`config.mk`:
```
export PLATFORM = sky130hd
export DESIGN_NAME = cursor_controller
export DESIGN_NICKNAME = d
export VERILOG_FILES = /design/src/rtl/cursor_controller.sv
export SDC_FILE = /design/constraint.sdc
export NUM_CORES = 1
export LEC_CHECK = 0
export ABC_AREA = 1
export CAP_MARGIN = 20
export CORE_MARGIN = 4
export CORE_UTILIZATION = 35
export DETAILED_ROUTE_END_ITERATION = 6
export PLACE_DENSITY = 0.62
export SLEW_MARGIN = 15
export SYNTH_ARGS = -nofsm -noshare
export SYNTH_HDL_FRONTEND = slang
export SYNTH_SLANG_ARGS = --single-unit
```
`constraint.sdc`:
```
create_clock -name clock -period 2.8 [get_ports clock]
set_input_delay 0.42 -clock clock [delete_from_list [all_inputs] [get_ports clock]]
set_output_delay 0.42 -clock clock [all_outputs]
set_load 0.02 [all_outputs]
```
`src/rtl/cursor_controller.sv`:
```
// ---------------------------------------------------------------------------
// cursor_controller
//   Turns the two DE1-SoC pushbuttons plus the axis/select slide switches into
//   the four 11-bit oscilloscope cursor positions used by the VGA block.
//   Keys are synchronised and debounced. An accepted press issues one step,
//   and a held key auto-repeats. Every result is clamped to the visible area.
//
// Ports
//   clock       in   system clock (50 MHz)
//   reset_n     in   asynchronous active-low reset
//   key_inc_n   in   raw increment pushbutton, active-low
//   key_dec_n   in   raw decrement pushbutton, active-low
//   switch0     in   X-axis move enable
//   switch1     in   Y-axis move enable
//   sel_cursor  in   0 = cursor 1, 1 = cursor 2
//   cursorX1/X2/Y1/Y2  out  cursor positions, 11 bits each
//   move_pulse  out  one-cycle strobe on every step event
// ---------------------------------------------------------------------------
module cursor_controller #(
    parameter int unsigned DEBOUNCE_CYCLES = 500000,
    parameter int unsigned REPEAT_DELAY    = 25000000,
    parameter int unsigned REPEAT_PERIOD   = 2500000,
    parameter int unsigned STEP            = 1,
    parameter int unsigned X_MAX           = 639,
    parameter int unsigned Y_MAX           = 479,
    parameter int unsigned X1_INIT         = 32,
    parameter int unsigned X2_INIT         = 90,
    parameter int unsigned Y1_INIT         = 25,
    parameter int unsigned Y2_INIT         = 100
) (
    input  logic        clock,
    input  logic        reset_n,
    input  logic        key_inc_n,
    input  logic        key_dec_n,
    input  logic        switch0,
    input  logic        switch1,
    input  logic        sel_cursor,
    output logic [10:0] cursorX1,
    output logic [10:0] cursorX2,
    output logic [10:0] cursorY1,
    output logic [10:0] cursorY2,
    output logic        move_pulse
);

    // The counter is shared by all three timed states, so size it for the longest.
    localparam int unsigned MAX_DR  = (DEBOUNCE_CYCLES > REPEAT_DELAY) ? DEBOUNCE_CYCLES : REPEAT_DELAY;
    localparam int unsigned MAX_CNT = (MAX_DR > REPEAT_PERIOD) ? MAX_DR : REPEAT_PERIOD;
    localparam int unsigned CNT_W   = $clog2(MAX_CNT + 1);

    localparam logic [CNT_W-1:0] DEB_LAST = CNT_W'(DEBOUNCE_CYCLES - 1);
    localparam logic [CNT_W-1:0] DLY_LAST = CNT_W'(REPEAT_DELAY - 1);
    localparam logic [CNT_W-1:0] PER_LAST = CNT_W'(REPEAT_PERIOD - 1);

    localparam logic [11:0] STEP12 = 12'(STEP);
    localparam logic [11:0] XLIM12 = 12'(X_MAX);
    localparam logic [11:0] YLIM12 = 12'(Y_MAX);

    // Synchroniser bit layout: {sel, sw1, sw0, dec_n, inc_n}.
    // The keys reset to released (1) and the switches reset to 0.
    localparam logic [4:0] SYNC_RST = 5'b00011;

    typedef enum logic [1:0] {S_IDLE, S_DEBOUNCE, S_HOLD, S_REPEAT} state_t;
    typedef enum logic [1:0] {CMD_NONE, CMD_INC, CMD_DEC} cmd_t;

    logic [4:0]       sync1_q, sync2_q;
    logic             inc_s, dec_s, sw0_s, sw1_s, sel_s;
    cmd_t             cmd;

    state_t           state_q;
    cmd_t             cmd_q;
    logic [CNT_W-1:0] cnt_q;
    logic [10:0]      x1_q, x2_q, y1_q, y2_q;
    logic             pulse_q;

    logic             term;
    logic             step;
    logic             up;
    logic [10:0]      x_cur, y_cur, x_nxt, y_nxt;

    // ---------------- input synchronisers ----------------
    always_ff @(posedge clock or negedge reset_n) begin
        if (!reset_n) begin
            sync1_q <= SYNC_RST;
            sync2_q <= SYNC_RST;
        end else begin
            sync1_q <= {sel_cursor, switch1, switch0, key_dec_n, key_inc_n};
            sync2_q <= sync1_q;
        end
    end

    assign inc_s = ~sync2_q[0];
    assign dec_s = ~sync2_q[1];
    assign sw0_s = sync2_q[2];
    assign sw1_s = sync2_q[3];
    assign sel_s = sync2_q[4];

    // Pressing both keys at once counts as no command.
    always_comb begin
        cmd = CMD_NONE;
        if (inc_s && !dec_s)      cmd = CMD_INC;
        else if (dec_s && !inc_s) cmd = CMD_DEC;
    end

    // ---------------- step detection ----------------
    always_comb begin
        term = 1'b0;
        case (state_q)
            S_DEBOUNCE: term = (cnt_q == DEB_LAST);
            S_HOLD:     term = (cnt_q == DLY_LAST);
            S_REPEAT:   term = (cnt_q == PER_LAST);
            default:    term = 1'b0;
        endcase
    end

    // A command change beats the terminal count, so a step needs the command to be unchanged.
    assign step = (state_q != S_IDLE) && (cmd == cmd_q) && term;
    assign up   = (cmd_q == CMD_INC);

    // The saturating step is computed 12 bits wide, so the sum cannot wrap before the clamp.
    function automatic logic [10:0] move(input logic [10:0] cur, input logic inc,
                                         input logic [11:0] lim);
        logic [11:0] sum;
        sum = {1'b0, cur} + STEP12;
        if (inc)
            move = (sum > lim) ? lim[10:0] : sum[10:0];
        else
            move = ({1'b0, cur} >= STEP12) ? (cur - STEP12[10:0]) : 11'd0;
    endfunction

    always_comb begin
        x_cur = sel_s ? x2_q : x1_q;
        y_cur = sel_s ? y2_q : y1_q;
        x_nxt = move(x_cur, up, XLIM12);
        y_nxt = move(y_cur, up, YLIM12);
    end

    // ---------------- control FSM and output registers ----------------
    always_ff @(posedge clock or negedge reset_n) begin
        if (!reset_n) begin
            state_q <= S_IDLE;
            cmd_q   <= CMD_NONE;
            cnt_q   <= '0;
            x1_q    <= 11'(X1_INIT);
            x2_q    <= 11'(X2_INIT);
            y1_q    <= 11'(Y1_INIT);
            y2_q    <= 11'(Y2_INIT);
            pulse_q <= 1'b0;
        end else begin
            pulse_q <= step;

            // The axis and cursor select are taken at the step cycle itself.
            if (step) begin
                if (sw0_s) begin
                    if (sel_s) x2_q <= x_nxt;
                    else       x1_q <= x_nxt;
                end
                if (sw1_s) begin
                    if (sel_s) y2_q <= y_nxt;
                    else       y1_q <= y_nxt;
                end
            end

            case (state_q)
                S_IDLE: begin
                    if (cmd != CMD_NONE) begin
                        cmd_q   <= cmd;
                        state_q <= S_DEBOUNCE;
                        cnt_q   <= '0;
                    end
                end
                default: begin
                    if (cmd != cmd_q) begin
                        state_q <= S_IDLE;
                        cnt_q   <= '0;
                    end else if (term) begin
                        cnt_q <= '0;
                        if (state_q == S_DEBOUNCE) state_q <= S_HOLD;
                        else                       state_q <= S_REPEAT;
                    end else begin
                        cnt_q <= cnt_q + 1'b1;
                    end
                end
            endcase
        end
    end

    assign cursorX1   = x1_q;
    assign cursorX2   = x2_q;
    assign cursorY1   = y1_q;
    assign cursorY2   = y2_q;
    assign move_pulse = pulse_q;

endmodule

```
After elaboration in Yosys (flattened, before gate mapping)
Index checks and enable logic that the tools add are counted.

cells by class
  $add $sub $neg = 5
  $lt $le $gt $ge = 4
  equal/unequal tests = 10
  muxes and demuxes = 20
  bitwise gates (word level) = 3
  reductions and logical operators = 14

operators with widths
  kind                                                                               number
  25-bit two-way mux                                                                 4
  11-bit two-way mux                                                                 8
  25-bit by 1-bit adder with 25-bit output, second input constant                    1
  25-bit by 19-bit equality test with 1-bit output, second input constant            1
  25-bit by 22-bit equality test with 1-bit output, second input constant            1
  25-bit equality test, second input constant                                        1
  11-bit by 1-bit adder with 12-bit output, second input constant                    2
  11-bit by 1-bit >= comparator with 1-bit output, second input constant             2
  11-bit by 1-bit subtractor with 11-bit output, second input constant               2
  12-bit by 10-bit greater-than comparator with 1-bit output, second input constant  1
  12-bit by 9-bit greater-than comparator with 1-bit output, second input constant   1
  2-bit two-way mux                                                                  6
  3-bit AND reduction                                                                4
  2-bit by 1-bit equality test with 1-bit output, second input constant              2
  2-bit equality test, second input constant                                         2
  1-bit logical AND                                                                  4
  2-bit AND reduction                                                                2
  2-bit nonzero test                                                                 2
  1-bit inverter                                                                     3
  1-bit one-hot mux with 3 select lines                                              1
  3-bit nonzero test                                                                 1
  2-bit equality test                                                                1
  2-bit logical NOT                                                                  1
  2-bit inequality test                                                              1
  2 further kinds                                                                    2

word-level totals
  flip-flop bits (word level) = 84
  bits of input ports = 7
  word-level logic and storage cells = 66

Logic depth before layout (Yosys ltp)
Gate-level depths: netlist (run 1).

  depth after elaboration = 8
  depth in mapped cells = 18

Worst setup path after synthesis (run 1)
OpenSTA, ideal clock, no wires.

  path kind = register -> register
  start = register sync2_q[4]
  end = register x1_q[0] (netlist: cursorX1[0])
  library setup time = 118 ps
  arrival = 1,985 ps
  required time = 2,682 ps
  setup slack = 697 ps
  cell stages (with the launch flop) = 18
  path buffers = 2
  cells stage by stage = dfrtp_1 buf_6 inv_4 buf_6 nand2_1 o21ai_4 ha_1 nand2_4 nor2_4 nand2_1 nor3_1 nand2_1 nand2_2 nand2_2 nand2_4 nand2_2 nand2_1 nand2_1

between the ends
  cells in the longest elaborated chain, start to end = 5

ends and longest elaborated chain
  what                                                        RTL line  RTL
  from (decl)                                                 65        logic [4:0] sync1_q, sync2_q;
  from (signal assigned)                                      87        sync2_q <= sync1_q;
  11-bit two-way mux                                          131       x_cur = sel_s ? x2_q : x1_q;
  11-bit by 1-bit adder with 12-bit output                    123       sum = {1'b0, cur} + STEP12;
  12-bit by 10-bit greater-than comparator with 1-bit output  125       move = (sum > lim) ? lim[10:0] : sum[10:0];
  11-bit two-way mux                                          125
  11-bit two-way mux                                          124       if (inc)
  to (signal assigned)                                        143       x1_q <= 11'(X1_INIT);
  to (signal assigned)                                        155       else x1_q <= x_nxt;
  to (decl)                                                   72        logic [10:0] x1_q, x2_q, y1_q, y2_q;

Several ways; a longest one is shown, not always the timed one.
A chain may end at the register's enable or synchronous reset.

Final worst setup path (run 1)
  start = register sync2_q[4]
  end = register x1_q[10] (netlist: cursorX1[10])

The elaborated chain is that of the path after synthesis.

==> impl_metrics.env, run 1 <==
export IMPL_area_growth_pct=19.4
export IMPL_crit_fanout=20
export IMPL_yosysWarnings=0
export IMPL_vdd_drop_max_uv=360
export IMPL_ctsResizeCount=0
export IMPL_fp_row_count=44
export IMPL_rsz0062_at_grt="false"
export IMPL_maxSlewViolCount=0
export IMPL_cpMostUsedCell="inv_1"
export IMPL_skew_ns=0.0106
export IMPL_ys_types=41
export IMPL_clkSinkCount=84
export IMPL_finalPower_mw=3.19
export IMPL_fin_nets=817
export IMPL_antenna_found_initial=0
export IMPL_syn_area_per_cell_sq_um=7.18
export IMPL_p_leak_nw=2.98
export IMPL_wirelength_mm=13.5
export IMPL_grt_pass1_wl_mm=22.8
export IMPL_grt_pass1_vias=4575
export IMPL_grt_usage_pct=16.0
export IMPL_critical_path_top_delay_family="simple AND/OR/NAND/NOR gates"
export IMPL_maxCapViolations=0
export IMPL_hold_buffers=0
export IMPL_hold_class="in -> async"
export IMPL_ctsHtreeMaxLevel=3
export IMPL_insertion_delay_ns=0.36
export IMPL_cpMaxStageDelayCell="dfrtp_1"
export IMPL_port_buffers=51
export IMPL_worst_pin_slew_ns=0.626
export IMPL_critPathRequiredTime_ns=3.04
export IMPL_vias=4826
export IMPL_crit_path_max_incr_delay_ns=0.51
export IMPL_drive_gt1_share_pct=12.5
export IMPL_syn_nets=758
export IMPL_drt_iter0_markers=274
export IMPL_crit_chain="inv_4, nand2_1, o21ai_4, inv_1, ha_1, inv_1, nor3_1, nand4_1, or2_0, nand3_1, o21ai_1"
export IMPL_clockBufferDepth=2
export IMPL_place_hpwl_mm=10.2
export IMPL_cp_arrival_ns=2.68
export IMPL_setup_viol=0
export IMPL_synth_enable_flop_cells=0
export IMPL_fin_tns_setup_ns=0
export IMPL_cts_tree="done"
export IMPL_nFillCells=1516
export IMPL_die_h_um=131
export IMPL_start_util_pct=36.2
export IMPL_fin_crit_sh_pct=87.2
export IMPL_start_kind="flip-flop"
export IMPL_final_antenna_net_count=0
export IMPL_cp_end_kind="flip-flop"
export IMPL_first_pass_iters=5
export IMPL_wl_per_cell_um=13.7
export IMPL_crit_buf_inv=3
export IMPL_post_cts_buffers=0
export IMPL_viasPerCell=4.87
export IMPL_place_area_sq_um=6060
export IMPL_hold_violations=0
export IMPL_slew_headroom_pct=58.3
export IMPL_synth_sequential_area_ratio_pct=39.8
export IMPL_status="completed"
export IMPL_antenna_cells=0
export IMPL_critical_path_class="reg -> reg"
export IMPL_core_area_sq_um=14700
export IMPL_synthArstFlopShare_pct=100
export IMPL_clock_fmax_ghz=0.410
export IMPL_root_buffer="clkbuf_16"
export IMPL_powerDensity_nw_per_um2=502
export IMPL_grt_max_degree=50
export IMPL_stdcell_area_sq_um=6360
export IMPL_io_pins=52
export IMPL_synth_main_ff_cell="dfrtp_1"
export IMPL_synth_seq_cells=84
export IMPL_syn_inst=742
export IMPL_cts_buffers=9
export IMPL_drc_errors=0
export IMPL_grt_overflow=0
export IMPL_die_w_um=131
export IMPL_syn_area_sq_um=5330
export IMPL_fin_crit_ns=2.44
export IMPL_place_congestion=0.932
export IMPL_die_area_sq_um=17300
export IMPL_clk_pin_slew_ns=0.06
==> cells in the final DEF (no fill, tap or decap), drive strengths merged, types with 2 or more instances in the layout <==
| cell | instances |
|---|---|
| inv | 83 |
| clkinvlp | 2 |
| nand4 | 14 |
| clkinv | 5 |
| nor2 | 62 |
| clkdlybuf4s50 | 50 |
| dfstp | 15 |
| nor4 | 4 |
| clkbuf | 10 |
| xor2 | 20 |
| ha | 9 |
| dfrtp | 69 |
| xnor2 | 4 |
| or2 | 4 |
| a21oi | 21 |
| o21ai | 41 |
| o22ai | 2 |
| nand2 | 291 |
| nand3 | 59 |
| nor3 | 22 |
| buf | 11 |
==> metrics by stage <==
stage | instances | hold slack, ns | utilization, % | worst slack [ns]
floorplan | 742 | 0.124 | - | 0.697
global placement | 974 | 0.346 | 41.2 | 0.398
detailed placement | 974 | 0.349 | 41.2 | 0.372
CTS | 990 | 0.0994 | 43.3 | 0.365
global route | 990 | 0.128 | 43.3 | 0.0874
finish | 990 | 0.0825 | 43.3 | 0.359
==> registers in the layout, summed over array words and instances (netlist names) <==
| signal | cells |
|---|---|
| sync1_q | 5 |
| state_q | 2 |
| sync2_q | 5 |
| cursorY2 | 11 |
| cursorY1 | 11 |
| cursorX1 | 11 |
| cursorX2 | 11 |
| cnt_q | 25 |
| cmd_q | 2 |
| move_pulse | 1 |
==> area by class of cell <==
cell class	instances	area (sq um)	area share, %
clock inverters	6	71.3	1.12
multi-input cells	560	2790	43.9
repair buffers	61	596	9.36
flip-flops and latches	84	2120	33.3
well taps	184	230	3.62
clock buffers	10	229	3.60
inverters	85	322	5.05
==> kinds of logic after synthesis <==
family | after synthesis | share of synthesized area (%)
buf+inv | 98 | 7.75
flops | 84 | 39.8
mux | 2 | 0.399
simple gates | 458 | 39.1
xor+xnor | 24 | 3.95
fa+ha+maj | 9 | 2.11
compound gates | 67 | 6.90
==> where the power goes <==
group          internal (mW)  switching, mW  total (mW)
Sequential              1.25         0.0313        1.29
Combinational          0.205          0.481       0.686
Clock                  0.700          0.520        1.22
Total                   2.16           1.03        3.19
==> metal layers <==
layer	global-route usage (%)	wire length (um)	up-vias
met5	0	0	-
met4	4.67	211	0
met3	4.28	500	16
met1	20.6	6210	2265
met2	26.6	6610	73
li1	-	-	2472
==> worst paths after layout <==
kind / slack (ns) / startpoint / cells after the start / endpoint
setup / recovery: 0.36 / sync2_q[4]$_DFF_PN0_ / 11 / cursorX1[10]$_DFFE_PN0P_
max in group asynchronous: 2.04 / reset_n / 2 / sync1_q[0]$_DFF_PN1_
hold / removal: 0.08 / reset_n / 1 / cnt_q[23]$_DFFE_PN0P_
setup reg to reg: 0.36 / sync2_q[4]$_DFF_PN0_ / 11 / cursorX1[10]$_DFFE_PN0P_
hold reg to reg: 0.35 / sync1_q[0]$_DFF_PN1_ / 0 / sync2_q[0]$_DFF_PN1_
min in group clock: 0.35 / sync1_q[0]$_DFF_PN1_ / 0 / sync2_q[0]$_DFF_PN1_
==> synthesized netlist by cell type, types with 2 or more instances <==
cell	count	area share, %
a21oi_1	21	2.0
buf_2	4	0.38
buf_6	5	1.1
clkbuf_1	3	0.21
clkinv_1	5	0.35
dfrtp_1	69	32
dfstp_2	15	7.4
ha_1	9	2.1
inv_1	74	5.2
inv_2	5	0.35
nand2_1	259	18
nand2_2	26	3.1
nand2_4	6	1.3
nand3_1	57	5.4
nand3_2	2	0.38
nand4_1	12	1.4
nor2_1	49	3.5
nor2_2	8	0.94
nor2_4	5	1.1
nor3_1	22	2.1
nor4_1	4	0.47
o21ai_0	25	2.3
o21ai_1	12	1.1
o21ai_2	3	0.49
o22ai_1	2	0.23
or2_0	2	0.23
or2_1	2	0.23
xnor2_1	4	0.66
xor2_1	20	3.3
Note: power is estimated with default switching activity, not from simulation.
==> run 2: changes to the inputs <==
- CORE_UTILIZATION: 35 -> 50
- PLACE_DENSITY: 0.62 -> 0.8
- SLEW_MARGIN: 15 -> not set
==> run 2 against run 1 <==
Largest power group unchanged. Worst setup slack improved by 0.12 ns. Non-clock buffer count up 1. Critical endpoint is now cursorX1[4]$_DFFE_PN0P_. Largest cell class unchanged. Maximum frequency grew 5.1%.
==> impl_metrics.env, run 2 (same netlist as run 1, synthesis figures left out) <==
export IMPL_status="completed"
export IMPL_critical_path_class="reg -> reg"
export IMPL_clock_fmax_ghz=0.430
export IMPL_start_kind="flip-flop"
export IMPL_first_pass_iters=4
export IMPL_grt_pass1_wl_mm=23.0
export IMPL_antenna_cells=0
export IMPL_powerDensity_nw_per_um2=491
export IMPL_slew_headroom_pct=51.8
export IMPL_reg2reg_depth=15
export IMPL_place_congestion=0.967
export IMPL_grt_overflow=0
export IMPL_fin_tns_setup_ns=0
export IMPL_antenna_found_initial=0
export IMPL_fin_crit_sh_pct=83.0
export IMPL_hold_violations=0
export IMPL_root_buffer="clkbuf_8"
export IMPL_port_buffers=51
export IMPL_wirelength_mm=13.3
export IMPL_grt_usage_pct=22.4
export IMPL_largest_register="cnt_q"
export IMPL_cts_buffers=9
export IMPL_worst_pin_slew_ns=0.716
export IMPL_setup_viol=0
export IMPL_clkSinkCount=84
export IMPL_final_cell_count_no_fill=943
export IMPL_largest_reg_flops=25
export IMPL_clockBufferDepth=2
export IMPL_rsz0062_at_grt="false"
export IMPL_viasPerCell=5.29
export IMPL_cts_tree="done"
export IMPL_hold_class="in -> async"
export IMPL_cp_end_kind="flip-flop"
export IMPL_fp_row_count=37
export IMPL_drt_iter0_markers=385
export IMPL_fin_nets=818
export IMPL_start_util_pct=51.4
export IMPL_vdd_drop_max_uv=307
export IMPL_clk_pin_slew_ns=0.09
export IMPL_grt_max_degree=85
export IMPL_vias=4993
export IMPL_drc_errors=0
export IMPL_die_h_um=111
export IMPL_place_hpwl_mm=9.84
export IMPL_die_w_um=111
export IMPL_grt_pass1_vias=4917
export IMPL_io_pins=52
export IMPL_mostFrequentLayoutCells="nand2_1 (259), inv_1 (74), dfrtp_1 (69)"
export IMPL_layout_commonest_cell="nand2_1"
export IMPL_cp_arrival_ns=2.60
export IMPL_wl_per_cell_um=14.1
export IMPL_area_growth_pct=17.4
export IMPL_final_antenna_net_count=0
export IMPL_insertion_delay_ns=0.39
export IMPL_maxSlewViolCount=0
export IMPL_p_leak_nw=2.96
export IMPL_fin_crit_ns=2.32
export IMPL_die_area_sq_um=12400
export IMPL_post_cts_buffers=0
export IMPL_crit_fanout=20
export IMPL_ctsHtreeMaxLevel=3
export IMPL_core_area_sq_um=10400
export IMPL_maxCapViolations=0
export IMPL_hold_buffers=0
export IMPL_critPathRequiredTime_ns=3.08
export IMPL_place_inst=926
export IMPL_ctsResizeCount=0
export IMPL_drive_gt1_share_pct=12.8
export IMPL_skew_ns=0.0133
run 2: changes by cell type in the layout (fill, tap and decap cells not counted), sizes merged:
| cell | delta |
|---|---|
| bufinv | +2 |
| buf | +1 |
| clkbuf | -1 |
| inv | -1 |
run 2: path summary, 6_finish.rpt:
path | to | slack, ns | startpoint
max | cursorX1[4]$_DFFE_PN0P_ | 0.48 | sync2_q[4]$_DFF_PN0_
min | cnt_q[10]$_DFFE_PN0P_ | 0.006 | reset_n
max reg2reg | cursorX1[4]$_DFFE_PN0P_ | 0.48 | sync2_q[4]$_DFF_PN0_
min reg2reg | sync2_q[2]$_DFF_PN0_ | 0.36 | sync1_q[2]$_DFF_PN0_
max in group asynchronous | cursorY2[2]$_DFFE_PN1P_ | 2.12 | reset_n
min in group clock | sync2_q[2]$_DFF_PN0_ | 0.36 | sync1_q[2]$_DFF_PN0_
run 2: layout make-up:
class | count | area, sq um
clock buffer | 9 | 124
clock inverter | 7 | 123
fill | 935 | 4110
inverter | 85 | 322
multi-input combinational | 560 | 2790
sequential | 84 | 2120
tap | 136 | 170
timing repair buffer | 62 | 603
run 2: critical path: stages (launching register included):
cell     delay, ns
dfrtp_1       0.43
inv_4         0.23
nand2_1       0.14
o21ai_4       0.10
ha_1          0.25
nand2_4       0.07
nor2_4        0.13
nand2_1       0.09
nor3_1        0.19
nand2_1       0.08
nand2_2       0.10
nand2_2       0.07
nand2_4       0.12
nand2_2       0.07
nand2_1       0.06
nand2_1       0.06
run 2: power by group:
part | total (mW) | internal [mW] | switching, mW | leakage [nW]
clock network | 1.08 | 0.598 | 0.486 | 0.116
logic | 0.707 | 0.212 | 0.495 | 1.75
registers | 1.28 | 1.25 | 0.0309 | 1.10
total | 3.07 | 2.06 | 1.01 | 2.96
run 2: routing by layer:
metal,up-vias,GRT usage [%],wire (um)
met1,2375,27.9,5710
li1,2468,-,-
met5,-,0,0
met2,125,38.8,6650
met4,0,9.33,284
met3,25,3.44,619
run 2: stage by stage:
step | util, % | worst slack [ns] | instance area [sq um] | power (mW) | hold slack, ns
6_report | 60.3 | 0.477 | 6260 | 3.07 | 0.00641
3_5_place_dp | 57.8 | 0.480 | 5990 | 2.00 | 0.339
2_1_floorplan | - | 0.697 | 5330 | 1.80 | 0.124
4_1_cts | 60.1 | 0.457 | 6240 | 3.08 | 0.253
3_3_place_gp | 57.8 | 0.558 | 5990 | 1.98 | 0.334
5_1_grt | 60.3 | 0.225 | 6260 | 3.24 | 0.0338
